`src/rtl/uart_boot_loader_pkg.sv`:
```
// Shared types and constants for the UART boot loader.
// Optional checksum/ack feature is enabled by defining UART_LOADER_CHECKSUM_EN.
package uart_boot_pkg;

  localparam int unsigned BYTES_PER_WORD = 4;
  localparam int unsigned LANE_W         = 2;
  localparam int unsigned WORD_W         = 32;
  localparam int unsigned CSUM_W         = 16;

  typedef enum logic [1:0] {
    SAMPLE = 2'd0,
    LOAD   = 2'd1,
    ACK    = 2'd2,
    BOOT   = 2'd3
  } state_e;

  // Sub-phases of the checksum transmit sequence in ACK.
  typedef enum logic [1:0] {
    TX_SEND    = 2'd0,
    TX_WAIT_HI = 2'd1,
    TX_WAIT_LO = 2'd2
  } tx_phase_e;

endpackage

```
`src/rtl/uart_boot_loader_if.sv`:
```
// Byte-in / word-out bus between UART receiver, boot loader and RAM write port.
//   rx_valid, rx_data            : received byte strobe and data
//   ram_wr_en, ram_addr, ram_wdata: RAM word write port
// master = boot loader side, slave = SoC (UART rx + RAM) side.
interface uart_boot_loader_if #(
  parameter int unsigned ADDR_W = 12
);
  logic              rx_valid;
  logic [7:0]        rx_data;
  logic              ram_wr_en;
  logic [ADDR_W-1:0] ram_addr;
  logic [31:0]       ram_wdata;

  modport master (
    input  rx_valid, rx_data,
    output ram_wr_en, ram_addr, ram_wdata
  );

  modport slave (
    output rx_valid, rx_data,
    input  ram_wr_en, ram_addr, ram_wdata
  );
endinterface

```
`src/rtl/uart_boot_loader_packer.sv`:
```
// Packs bytes little-endian into 32-bit words.
//   in_valid/in_data : accepted byte
//   lane             : lane the next byte lands in
//   word_valid       : one-cycle strobe, the cycle after the 4th byte
//   word_data        : completed word, held until the next completion
module uart_byte_packer
  import uart_boot_pkg::*;
(
  input  logic              clk,
  input  logic              rstb,
  input  logic              in_valid,
  input  logic [7:0]        in_data,
  output logic [LANE_W-1:0] lane,
  output logic              word_valid,
  output logic [WORD_W-1:0] word_data
);

  logic [WORD_W-1:0] word_q;

  // Assembly buffer is separate from word_data so a byte arriving in the
  // write cycle cannot disturb the word being written.
  always_ff @(posedge clk or negedge rstb) begin
    if (!rstb) begin
      lane       <= '0;
      word_q     <= '0;
      word_valid <= 1'b0;
      word_data  <= '0;
    end else begin
      word_valid <= 1'b0;
      if (in_valid) begin
        word_q[{lane, 3'b000} +: 8] <= in_data;
        lane <= lane + LANE_W'(1);
        if (lane == LANE_W'(BYTES_PER_WORD - 1)) begin
          word_valid <= 1'b1;
          word_data  <= {in_data, word_q[23:0]};
        end
      end
    end
  end

endmodule

```
`src/rtl/uart_boot_loader.sv`:
```
// UART boot loader: when sw_uart_upgrade_b is low at reset release, holds the
// CPU in reset, writes RAM_SIZE received bytes as words from address 0, then
// releases the CPU. Otherwise boots immediately.
// Ports: clk, rstb (async active-low), sw_uart_upgrade_b, bus (rx byte in,
// RAM word write out), cpu_rstb, loading, load_done.
// With UART_LOADER_CHECKSUM_EN: csum, tx_valid, tx_data out; tx_busy in.
module uart_boot_loader
  import uart_boot_pkg::*;
#(
  parameter int unsigned RAM_SIZE = 16'h4000,
  parameter int unsigned ADDR_W   = 12
) (
  input  logic                clk,
  input  logic                rstb,
  input  logic                sw_uart_upgrade_b,
  uart_boot_loader_if.master  bus,
  output logic                cpu_rstb,
  output logic                loading,
  output logic                load_done
`ifdef UART_LOADER_CHECKSUM_EN
  ,
  output logic [CSUM_W-1:0]   csum,
  output logic                tx_valid,
  output logic [7:0]          tx_data,
  input  logic                tx_busy
`endif
);

  localparam int unsigned CNT_W = $clog2(RAM_SIZE + 1);
  localparam logic [CNT_W-1:0] CNT_FULL = CNT_W'(RAM_SIZE);

  state_e              state_q, state_d;
  logic                cpu_rstb_d, loading_d, load_done_d;
  logic [CNT_W-1:0]    byte_cnt_q;
  logic [ADDR_W-1:0]   addr_q;
  logic [LANE_W-1:0]   lane;
  logic                word_valid;
  logic [WORD_W-1:0]   word_data;
  logic                accept;

  // Bytes past the last one are dropped, which also covers the BOOT entry cycle.
  assign accept = bus.rx_valid && (state_q == LOAD) && (byte_cnt_q != CNT_FULL);

  uart_byte_packer u_packer (
    .clk        (clk),
    .rstb       (rstb),
    .in_valid   (accept),
    .in_data    (bus.rx_data),
    .lane       (lane),
    .word_valid (word_valid),
    .word_data  (word_data)
  );

  assign bus.ram_wr_en = word_valid;
  assign bus.ram_wdata = word_data;
  assign bus.ram_addr  = addr_q;

  // Byte counter and write address; address is the index of the word being completed.
  always_ff @(posedge clk or negedge rstb) begin
    if (!rstb) begin
      byte_cnt_q <= '0;
      addr_q     <= '0;
    end else if (accept) begin
      byte_cnt_q <= byte_cnt_q + CNT_W'(1);
      if (lane == LANE_W'(BYTES_PER_WORD - 1)) begin
        addr_q <= ADDR_W'(byte_cnt_q >> 2);
      end
    end
  end

`ifdef UART_LOADER_CHECKSUM_EN
  tx_phase_e tx_phase_q, tx_phase_d;
  logic      tx_idx_q, tx_idx_d;
  logic      tx_valid_d;
  logic [7:0] tx_data_d;

  // Running checksum of accepted bytes.
  always_ff @(posedge clk or negedge rstb) begin
    if (!rstb) csum <= '0;
    else if (accept) csum <= csum + CSUM_W'(bus.rx_data);
  end
`endif

  // State and registered outputs.
  always_ff @(posedge clk or negedge rstb) begin
    if (!rstb) begin
      state_q   <= SAMPLE;
      cpu_rstb  <= 1'b0;
      loading   <= 1'b0;
      load_done <= 1'b0;
`ifdef UART_LOADER_CHECKSUM_EN
      tx_phase_q <= TX_SEND;
      tx_idx_q   <= 1'b0;
      tx_valid   <= 1'b0;
      tx_data    <= '0;
`endif
    end else begin
      state_q   <= state_d;
      cpu_rstb  <= cpu_rstb_d;
      loading   <= loading_d;
      load_done <= load_done_d;
`ifdef UART_LOADER_CHECKSUM_EN
      tx_phase_q <= tx_phase_d;
      tx_idx_q   <= tx_idx_d;
      tx_valid   <= tx_valid_d;
      tx_data    <= tx_data_d;
`endif
    end
  end

  // Next state and next registered outputs.
  always_comb begin
    state_d     = state_q;
    cpu_rstb_d  = cpu_rstb;
    loading_d   = loading;
    load_done_d = load_done;
`ifdef UART_LOADER_CHECKSUM_EN
    tx_phase_d  = tx_phase_q;
    tx_idx_d    = tx_idx_q;
    tx_valid_d  = 1'b0;
    tx_data_d   = tx_data;
`endif
    case (state_q)
      SAMPLE: begin
        if (!sw_uart_upgrade_b) begin
          state_d   = LOAD;
          loading_d = 1'b1;
        end else begin
          state_d    = BOOT;
          cpu_rstb_d = 1'b1;
        end
      end
      LOAD: begin
        if (word_valid && (byte_cnt_q == CNT_FULL)) begin
          loading_d   = 1'b0;
          load_done_d = 1'b1;
`ifdef UART_LOADER_CHECKSUM_EN
          state_d     = ACK;
`else
          state_d     = BOOT;
          cpu_rstb_d  = 1'b1;
`endif
        end
      end
`ifdef UART_LOADER_CHECKSUM_EN
      // Send csum low byte then high byte, each gated on a full busy pulse.
      ACK: begin
        case (tx_phase_q)
          TX_SEND: begin
            if (!tx_busy) begin
              tx_valid_d = 1'b1;
              tx_data_d  = tx_idx_q ? csum[15:8] : csum[7:0];
              tx_phase_d = TX_WAIT_HI;
            end
          end
          TX_WAIT_HI: if (tx_busy) tx_phase_d = TX_WAIT_LO;
          TX_WAIT_LO: begin
            if (!tx_busy) begin
              if (tx_idx_q) begin
                state_d    = BOOT;
                cpu_rstb_d = 1'b1;
              end else begin
                tx_idx_d   = 1'b1;
                tx_phase_d = TX_SEND;
              end
            end
          end
          default: tx_phase_d = TX_SEND;
        endcase
      end
`endif
      BOOT: begin
        state_d = BOOT;
      end
      default: state_d = SAMPLE;
    endcase
  end

endmodule

```
`src/flat_wrapper.sv`:
```
// flat-port wrapper written by rule: the top's interface ports become plain ports
module uart_boot_loader_flat import uart_boot_pkg::*;
#(
  parameter int unsigned RAM_SIZE = 16'h4000,
  parameter int unsigned ADDR_W   = 12
)
  (clk, rstb, sw_uart_upgrade_b, cpu_rstb, loading, load_done, bus_rx_valid, bus_rx_data, bus_ram_wr_en, bus_ram_addr, bus_ram_wdata);
  uart_boot_loader_if #(.ADDR_W(ADDR_W)) bus_i ();
  input  logic clk;
  input  logic rstb;
  input  logic sw_uart_upgrade_b;
  output logic cpu_rstb;
  output logic loading;
  output logic load_done;
  input wire logic [$bits(bus_i.rx_valid)-1:0] bus_rx_valid;
  input wire logic [$bits(bus_i.rx_data)-1:0] bus_rx_data;
  output wire logic [$bits(bus_i.ram_wr_en)-1:0] bus_ram_wr_en;
  output wire logic [$bits(bus_i.ram_addr)-1:0] bus_ram_addr;
  output wire logic [$bits(bus_i.ram_wdata)-1:0] bus_ram_wdata;
  assign bus_i.rx_valid = bus_rx_valid;
  assign bus_i.rx_data = bus_rx_data;
  assign bus_ram_wr_en = bus_i.ram_wr_en;
  assign bus_ram_addr = bus_i.ram_addr;
  assign bus_ram_wdata = bus_i.ram_wdata;
  uart_boot_loader #(.RAM_SIZE(RAM_SIZE), .ADDR_W(ADDR_W)) u_core (.clk(clk), .rstb(rstb), .sw_uart_upgrade_b(sw_uart_upgrade_b), .bus(bus_i), .cpu_rstb(cpu_rstb), .loading(loading), .load_done(load_done));
endmodule
```
`config.mk`:
```
export PLATFORM = sky130hd
export DESIGN_NAME = uart_boot_loader_flat
export DESIGN_NICKNAME = d
export VERILOG_FILES = /design/src/rtl/uart_boot_loader_pkg.sv /design/src/rtl/uart_boot_loader_if.sv /design/src/rtl/uart_boot_loader_packer.sv /design/src/rtl/uart_boot_loader.sv /design/src/flat_wrapper.sv
export SDC_FILE = /design/constraint.sdc
export NUM_CORES = 1
export LEC_CHECK = 0
export ABC_AREA = 1
export BUFFER_PORTS_ARGS = -buffer_cell sky130_fd_sc_hd__buf_2
export CAP_MARGIN = 0
export CORE_AREA = 3 3 94 96
export CTS_CLUSTER_SIZE = 16
export DETAILED_ROUTE_END_ITERATION = 6
export DIE_AREA = 0 0 97 99
export PLACE_DENSITY = 0.75
export SLEW_MARGIN = 20
export SYNTH_ARGS = -nofsm -noshare
export SYNTH_HDL_FRONTEND = slang
export SYNTH_SLANG_ARGS = --single-unit
```
`constraint.sdc`:
```
create_clock -name clk -period 4.6 [get_ports clk]
set_clock_uncertainty 0.15 [all_clocks]
set_input_delay 1.15 -clock clk [delete_from_list [all_inputs] [get_ports clk]]
set_output_delay 1.15 -clock clk [all_outputs]
set_load 0.01 [all_outputs]
```
==> results.json, run 1 <==
{
  "r2r_cells": 8,
  "post-route-util": 0.6016,
  "wl_per_cell_um": 13.14,
  "postCtsResizedCells": 0,
  "path_class": "input pin to flop",
  "dieArea_um2": 9603,
  "cts_buffers": 9,
  "die_w_um": 97,
  "path_clk_slew_ns": 0.08,
  "vdd_drop_max_v": 0.0002983,
  "finalCriticalPeriod_ns": 2.584,
  "p_leak_uw": 0.002760,
  "drv_slew": 0,
  "regToRegSetupSlack_ns": 2.06,
  "grt_max_degree": 92,
  "ant_nets": 0,
  "end_kind": "flop",
  "globalRouteOverflowTotal": 0,
  "syn_area_um2": 4410,
  "areaGrowthSynthToFinish_pct": 10.95,
  "postCtsSetupBuffers": 0,
  "ioPinCount": 60,
  "setup_violations": 0,
  "crit_chain": "buf_2, inv_1, nor2_4, buf_4, nand3_4, nand2_1, nand2_1",
  "ys_warn_count": 0,
  "final.period_utilization": 0.5617,
  "ys_seq_area_frac": 0.5163,
  "die_y_um": 99,
  "drive_above_1_share": 0.1429,
  "worst_slack_ns": 2.016,
  "cp_slowest_cell": "nand3_4",
  "required_ns": 4.70,
  "cts_buffer_depth": 2,
  "firstDrtPassIters": 5,
  "holdBufCountCts": 0,
  "syn_area_per_cell_um2": 8.108,
  "routed_wl_um": 9103,
  "power.density_nw_per_um2": 469.8,
  "num_vias": 3626,
  "most-common-layout-cells": "nand2_1, dfrtp_1, nand4_1",
  "cts-root-buf": "clkbuf_8",
  "ys_seq_elements": 91,
  "rsz0062_at_grt": "false",
  "grt_pass1_vias": 3463,
  "syn_nets": 563,
  "drc": 0,
  "initial_utilization": 0.5422,
  "clock_latency_ns": 0.36,
  "place_congestion": 0.8551,
  "avgViaCountPerCell": 5.232,
  "core_um2": 8134,
  "grt_use_total": 0.2040,
  "antenna_found_initial": 0,
  "htreeDepth": 3,
  "syn_inst": 544,
  "hold_viol_final": 0,
  "hold_path.class": "flop to flop",
  "slowest_delay_ns": 0.42,
  "cts_tree": "done",
  "maxSlewHeadroom": 0.4686,
  "clock.fmax_mhz": 387.0,
  "tns_ns": 0,
  "timing.critical_path.fanout_max": 45,
  "cts_sinks": 91,
  "final_common_cell": "nand2_1",
  "place_worst_setup_slack_ns": 1.643,
  "core.rowCount": 33,
  "worst_setup_path_start_kind": "input pin",
  "drv_cap": 0,
  "arrival_ns": 2.68,
  "diodes": 0,
  "worstMarginPinSlew_ns": 0.7970,
  "crit_top_cell": "nand2_1",
  "grt_pass1_wl_um": 16170,
  "fin_nets": 603,
  "dp_hpwl_um": 6060,
  "holdPathStages": 2,
  "place.port_buffers": 59,
  "drt_iter0_drc": 222,
  "synth_cell_types": 23,
  "status": "finished clean"
}
flip-flops by register name (all words and copies together), names as in the netlist:
signal,cells
u_core.bus.ram_addr,12
u_core.state_q,2
u_core.load_done,1
u_core.u_packer.word_valid,1
u_core.u_packer.lane,2
u_core.u_packer.word_q,24
u_core.loading,1
u_core.byte_cnt_q,15
u_core.u_packer.word_data,32
u_core.cpu_rstb,1
cells in the mapped netlist:
master | count | share of area
nor2_1 | 46 | 0.039
o21ai_0 | 6 | 0.0068
xor2_1 | 3 | 0.0060
nand2_1 | 228 | 0.19
buf_4 | 5 | 0.0085
xnor2_1 | 4 | 0.0079
dfrtp_1 | 91 | 0.52
inv_2 | 2 | 0.0017
nand3_4 | 1 | 0.0040
nand3_1 | 13 | 0.015
nand4_1 | 73 | 0.10
nor2_4 | 1 | 0.0026
inv_1 | 29 | 0.025
buf_6 | 8 | 0.020
nor2_2 | 2 | 0.0028
a31oi_1 | 1 | 0.0014
buf_2 | 8 | 0.0091
clkbuf_1 | 11 | 0.0094
buf_1 | 1 | 0.00085
nand2_4 | 1 | 0.0026
nand2_2 | 1 | 0.0014
ha_1 | 7 | 0.020
a21oi_1 | 2 | 0.0023
report_power, final:
group          internal, uW  switching (uW)
Sequential              980             118
Combinational           201             359
Clock                   374             267
layer usage:
layer | vias up | track usage | routed length (um)
li1 | 1843 | - | -
met5 | - | 0 | 0
met4 | 0 | 0.07235 | 159
met1 | 1697 | 0.2801 | 4288
met3 | 15 | 0.03822 | 379
met2 | 71 | 0.3270 | 4276
stage by stage:
stage	total power [uW]	instance area (um2)	hold slack [ns]	instances
after floorplan	1475	4410	0.2922	544
after global placement	1655	4649	0.2936	678
after detailed placement	1676	4649	0.3031	678
after CTS	2325	4890	0.3247	693
after global routing	2462	4893	0.3356	693
final	2299	4893	0.3168	693
cell type report:
cell class              instances  area (um2)
fillers                       723        3241
clock buffers                  11       141.4
clock inverters                 4       98.84
multi-input cells             389        1804
well taps                     105       131.4
flip-flops and latches         91        2277
inverters                      31       116.4
repair buffers                 62       324.1
worst paths after layout:
path | from | endpoint
worst min-delay path | u_core.u_packer.word_data[18] | u_core.u_packer.word_data[18]
min in group asynchronous | rstb | u_core.u_packer.word_data[11]
worst max register to register | u_core.byte_cnt_q[0] | u_core.bus.ram_addr[10]
worst max-delay path | bus_rx_valid | u_core.bus.ram_addr[10]
worst min register to register | u_core.u_packer.word_data[18] | u_core.u_packer.word_data[18]
max in group asynchronous | rstb | u_core.u_packer.word_data[27]
cell families after synthesis:
logic type / after synthesis / share of synthesized area
buffers and inverters: 64 / 0.07461
XOR/XNOR: 7 / 0.01390
adder cells (fa/ha/maj): 7 / 0.01986
flip-flops: 91 / 0.5163
AND/OR/NAND/NOR: 366 / 0.3648
AO/OA/AOI/OAI: 9 / 0.01050
critical path: cells and delay by family:
kind | cells | cell delay [ns]
buffers and inverters | 3 | 0.46
AND/OR/NAND/NOR | 4 | 1.03
No activity file was read; power rests on OpenSTA's default activity.
==> run 2: changes to the inputs <==
==> constraint.sdc (replaced) <==
create_clock -name clk -period 2.43 [get_ports clk]
set_clock_uncertainty 0.15 [all_clocks]
set_input_delay 0.6075 -clock clk [delete_from_list [all_inputs] [get_ports clk]]
set_output_delay 0.6075 -clock clk [all_outputs]
set_load 0.01 [all_outputs]
==> run 2 against run 1 <==
Effect of this change:
- non-clock buffer count rose by 9
- sequential share of layout area shrank 0.15 points
- final area is 0.33% higher
- critical path depth grew 1
- register-to-register slack got worse by 1.8 ns
- utilization up 0.20 points
- combinational power grew 96%
- total power is 76% higher
- via count rose by 2.0%
- critical endpoint is now u_core.u_packer.word_data[29]
==> results.json, run 2 (synthesis results as in run 1) <==
{
  "layout.cells.non_filler": 701,
  "cts-root-buf": "clkbuf_8",
  "cp_slowest_cell": "nand3_2",
  "vdd_drop_max_v": 0.0004940,
  "worstMarginPinSlew_ns": 0.5132,
  "regToRegSetupSlack_ns": 0.23,
  "antenna_found_initial": 0,
  "hp-start": "u_core.load_done",
  "largest_reg_flops": 32,
  "core.rowCount": 33,
  "maxSlewHeadroom": 0.6575,
  "multi_input_area_um2": 1814,
  "total_power_uw": 4044,
  "cts_tree": "done",
  "dpl-instance-area_um2": 4735,
  "place_congestion": 0.8627,
  "grt_pass1_wl_um": 15590,
  "fillCellCount": 739,
  "clock.fmax_mhz": 454.6,
  "clock_latency_ns": 0.35,
  "use_met3": 0.02406,
  "postCtsSetupBuffers": 0,
  "place.port_buffers": 59,
  "core_um2": 8134,
  "regMostFlops": "u_core.u_packer.word_data",
  "final.period_utilization": 0.9052,
  "dp.cells": 686,
  "hold_viol_final": 0,
  "drc": 0,
  "firstDrtPassIters": 4,
  "grt_use_total": 0.1964,
  "reg2reg_from": "u_core.byte_cnt_q[0]",
  "final-seq-area_um2": 2277,
  "initial_utilization": 0.5422,
  "cts_buffer_depth": 2,
  "cts_sinks": 91,
  "p_leak_uw": 0.002769,
  "num_vias": 3699,
  "timing.critical_path.fanout_max": 38,
  "crit_top_cell": "nand2_1",
  "cts_buffers": 9,
  "worst_setup_path_start_kind": "flop",
  "htreeDepth": 3,
  "top_usage_layer": "met2",
  "diodes": 0,
  "die_y_um": 99,
  "wl_per_cell_um": 13.41,
  "required_ns": 2.51,
  "path_clk_slew_ns": 0.08,
  "fin_nets": 613,
  "ant_nets": 0,
  "finalCriticalPeriod_ns": 2.200,
  "grtUsageMet2": 0.3248,
  "drv_slew": 0,
  "grt_pass1_vias": 3420,
  "power.density_nw_per_um2": 823.7,
  "slowest_delay_ns": 0.50,
  "tns_ns": 0,
  "dieArea_um2": 9603,
  "holdPathStages": 2,
  "r2r_cells": 8,
  "r2r_end": "u_core.u_packer.word_data[29]",
  "ioPinCount": 60,
  "routed_wl_um": 9398,
  "drt_iter0_drc": 176,
  "crit_chain": "inv_1, ha_1, nand2_1, nor2_2, nand2_4, nand3_2, nand2_1, nand2_1",
  "arrival_ns": 2.28,
  "hold_end": "u_core.load_done",
  "grtUsageMet1": 0.2657,
  "status": "finished clean",
  "hold_path.class": "flop to flop",
  "drive_above_1_share": 0.1544,
  "globalRouteOverflowTotal": 0,
  "end_kind": "flop",
  "drv_cap": 0,
  "most-common-layout-cells": "nand2_1, dfrtp_1, nand4_1",
  "fin_area_um2": 4910,
  "final_common_cell": "nand2_1",
  "grt_max_degree": 46,
  "path_class": "flop to flop",
  "die_w_um": 97,
  "setup_violations": 0,
  "areaGrowthSynthToFinish_pct": 11.32,
  "rsz0062_at_grt": "false",
  "avgViaCountPerCell": 5.277,
  "dp_hpwl_um": 6576,
  "reg.largest.list": "u_core.u_packer.word_data (32), u_core.u_packer.word_q (24), u_core.byte_cnt_q (15)"
}
run 2: per-stage QoR:
| stage | setup WS [ns] | hold slack [ns] | utilization |
|---|---|---|---|
| 6_report | 0.2304 | 0.3138 | 0.6036 |
| 5_1_grt | 0.03750 | 0.3412 | 0.6036 |
| 4_1_cts | 0.2220 | 0.3211 | 0.6024 |
| 3_5_place_dp | 0.2627 | 0.2994 | 0.5821 |
| 3_3_place_gp | 0.3383 | 0.2933 | 0.5821 |
| 2_1_floorplan | 0.8407 | 0.1619 | - |
run 2: worst max-delay path by stage:
| stage | from | endpoint | slack (ns) | cells after the start |
|---|---|---|---|---|
| floorplan | u_core.byte_cnt_q[0] | u_core.bus.ram_addr[10] | 0.84 | 9 |
| global placement | bus_rx_valid | u_core.bus.ram_addr[1] | 0.34 | 6 |
| detailed placement | u_core.byte_cnt_q[0] | u_core.bus.ram_addr[0] | 0.26 | 8 |
| CTS | u_core.byte_cnt_q[0] | u_core.u_packer.word_data[27] | 0.22 | 8 |
| global route | u_core.byte_cnt_q[0] | u_core.bus.ram_addr[8] | 0.04 | 8 |
| finish | u_core.byte_cnt_q[0] | u_core.u_packer.word_data[29] | 0.23 | 8 |
run 2: final cells by class:
type	instances	area share
Inverter	31	0.02370
Clock inverter	3	0.003568
Sequential cell	91	0.4638
Multi-Input combinational cell	390	0.3695
Timing Repair Buffer	71	0.08461
Clock buffer	10	0.02803
Tap cell	105	0.02676
run 2: metal layers:
layer  wire [um]  up-vias
met5           0        -
met4         177        0
met3         389       13
met2        4451       84
met1        4380     1725
li1            -     1877
run 2: power by group:
group	leakage, uW	internal (uW)	switching, uW
logic	0.00147	398	699
clock network	0.0000799	379	485
registers	0.00122	1860	227
run 2: what timing repair did:
action	in CTS	in global routing
endpoints found under the hold margin	9	0
setup endpoints to repair	0	7
hold buffers	1	0
gates resized for setup	0	0
run 2: worst max-delay path: cells and delay by family, from the launching register on:
family        cells  cell delay [ns]
buf+inv           1             0.10
flops             1             0.40
simple gates      6             1.20
fa+ha+maj         1             0.23
==> run 3: changes to the inputs <==
--- a/config.mk
+++ b/config.mk
@@ -12,7 +12,7 @@
 export CTS_CLUSTER_SIZE = 16
 export DETAILED_ROUTE_END_ITERATION = 6
 export DIE_AREA = 0 0 97 99
-export PLACE_DENSITY = 0.75
+export PLACE_DENSITY = 0.85
 export SLEW_MARGIN = 20
 export SYNTH_ARGS = -nofsm -noshare
 export SYNTH_HDL_FRONTEND = slang
==> run 3 against run 2 <==
Effect of this change:
- fmax up 3.3%
- highest routed layer unchanged
- critical path type unchanged
- clock-buffer cell count rose by 1
- sequential power hardly changed
- utilization up 0.40 points
- die area unchanged
==> results.json, run 3 (synthesis results as in run 1) <==
{
  "seq_power_share": 0.490,
  "drv_cap": 0,
  "largest_reg_flops": 32,
  "fin_nets": 612,
  "layout.cells.non_filler": 703,
  "drc": 0,
  "place_congestion": 0.8970,
  "core.rowCount": 33,
  "dieArea_um2": 9603,
  "power_frac_clock": 0.252,
  "hold_viol_final": 0,
  "routed.top_layer": "met4",
  "maxSlewHeadroom": 0.6372,
  "finalCriticalPeriod_ns": 2.129,
  "p_int_uw": 2784,
  "drive_above_1_share": 0.1589,
  "die_w_um": 97,
  "globalRouteOverflowTotal": 0,
  "place.port_buffers": 59,
  "place_worst_setup_slack_ns": 0.3033,
  "clock.fmax_mhz": 469.8,
  "postCtsResizedCells": 0,
  "cts_buffers": 9,
  "dr_wl_met3_um": 491,
  "share_comb_of_total_power": 0.258,
  "fillCellCount": 697,
  "core_um2": 8134,
  "cts_tree": "done",
  "antenna_found_initial": 0,
  "ant_nets": 0,
  "crit_top_cell": "nand2_1",
  "power.density_nw_per_um2": 858.5,
  "timing.critical_path.fanout_max": 45,
  "areaGrowthSynthToFinish_pct": 12.06,
  "firstDrtPassIters": 5,
  "num_vias": 3715,
  "grt_max_degree": 46,
  "hold_path.class": "input pin to asynchronous set/reset pin",
  "final.period_utilization": 0.8760,
  "path_class": "flop to flop",
  "crit_start": "u_core.byte_cnt_q[0]",
  "grt_pass1_vias": 3409,
  "dp_hpwl_um": 6784,
  "diodes": 0,
  "required_ns": 2.53,
  "worst_setup_path_start_kind": "flop",
  "vdd_drop_max_v": 0.0004290,
  "final_common_cell": "nand2_1",
  "dp.cells": 687,
  "wl_per_cell_um": 13.49,
  "switching_share": 0.3440,
  "most-common-layout-cells": "nand2_1, dfrtp_1, nand4_1",
  "crit_chain": "inv_1, ha_1, nand2_1, nor2_2, nand2_4, nand3_4, nand2_1, nand2_1",
  "worst_slack_ns": 0.3013,
  "setup_violations": 0,
  "p_leak_uw": 0.002796,
  "drv_slew": 0,
  "rsz0062_at_grt": "false",
  "slowest_delay_ns": 0.42,
  "grt_use_total": 0.2036,
  "reg2reg_from": "u_core.byte_cnt_q[0]",
  "cts_sinks": 91,
  "met1Wirelength_um": 4359,
  "worstMarginPinSlew_ns": 0.5443,
  "routed_wl_um": 9480,
  "avgViaCountPerCell": 5.284,
  "holdBufCountCts": 0,
  "postCtsSetupBuffers": 0,
  "tns_ns": 0,
  "wl_met2_um": 4423,
  "grt_pass1_wl_um": 16030,
  "die_y_um": 99,
  "htreeDepth": 3,
  "ioPinCount": 60,
  "cts_buffer_depth": 2,
  "clock_latency_ns": 0.36,
  "regMostFlops": "u_core.u_packer.word_data",
  "status": "finished clean",
  "reg.largest.list": "u_core.u_packer.word_data (32), u_core.u_packer.word_q (24), u_core.byte_cnt_q (15)",
  "arrival_ns": 2.22,
  "cts-root-buf": "clkbuf_8",
  "drt_iter0_drc": 279,
  "switching_power_uw": 1459,
  "end_kind": "flop",
  "cp_slowest_cell": "dfrtp_1",
  "path_clk_slew_ns": 0.09,
  "initial_utilization": 0.5422
}
## run 3: layout make-up
type | count | area [um2] | share of cell area
clock buffer | 11 | 151.4 | 0.03063
clock inverter | 5 | 61.31 | 0.01241
inverter | 31 | 116.4 | 0.02354
multi-input combinational | 389 | 1804 | 0.3651
sequential | 91 | 2277 | 0.4608
tap | 105 | 131.4 | 0.02658
timing repair buffer | 71 | 400.4 | 0.08101
## run 3: critical path: cells and delay by family (launching register included)
kind | cells | cell delay (ns)
adders and majority gates | 1 | 0.23
and+or+nand+nor | 6 | 1.08
buffers and inverters | 1 | 0.09
DFF | 1 | 0.42
## run 3: routing by layer
metal / GRT usage / vias up
li1: - / 1861
met1: 0.2773 / 1720
met2: 0.3132 / 115
met3: 0.04529 / 19
met4: 0.09395 / 0
met5: 0 / -
## run 3: per-stage QoR
| step | utilization | hold slack (ns) | total power, uW | area (um2) |
|---|---|---|---|---|
| final | 0.6076 | 0.07985 | 4243 | 4942 |
| after detailed placement | 0.5814 | 0.3030 | 3208 | 4730 |
| after global placement | 0.5814 | 0.2961 | 3156 | 4730 |
| after CTS | 0.6076 | 0.08336 | 4273 | 4942 |
| after global routing | 0.6076 | 0.1029 | 4531 | 4942 |
| after floorplan | - | 0.1619 | 2793 | 4410 |
## run 3: path summary, 6_finish.rpt
| kind | slack [ns] | endpoint | depth (start not counted) |
|---|---|---|---|
| setup / recovery | 0.30 | u_core.bus.ram_addr[0] | 8 |
| min in group clk | 0.32 | u_core.bus.ram_addr[8] | 2 |
| hold reg to reg | 0.32 | u_core.bus.ram_addr[8] | 2 |
| hold / removal | 0.08 | u_core.u_packer.word_data[8] | 1 |
| setup reg to reg | 0.30 | u_core.bus.ram_addr[0] | 8 |
| max in group asynchronous | 1.47 | u_core.byte_cnt_q[6] | 2 |
## run 3: power groups by stage
stage	sequential (uW)	combinational, uW	clock (uW)
final	2080	1100	1070
after global placement	2090	1060	0
after floorplan	2140	652	0
after CTS	2080	1110	1090
after detailed placement	2110	1100	0
after global routing	2130	1250	1160
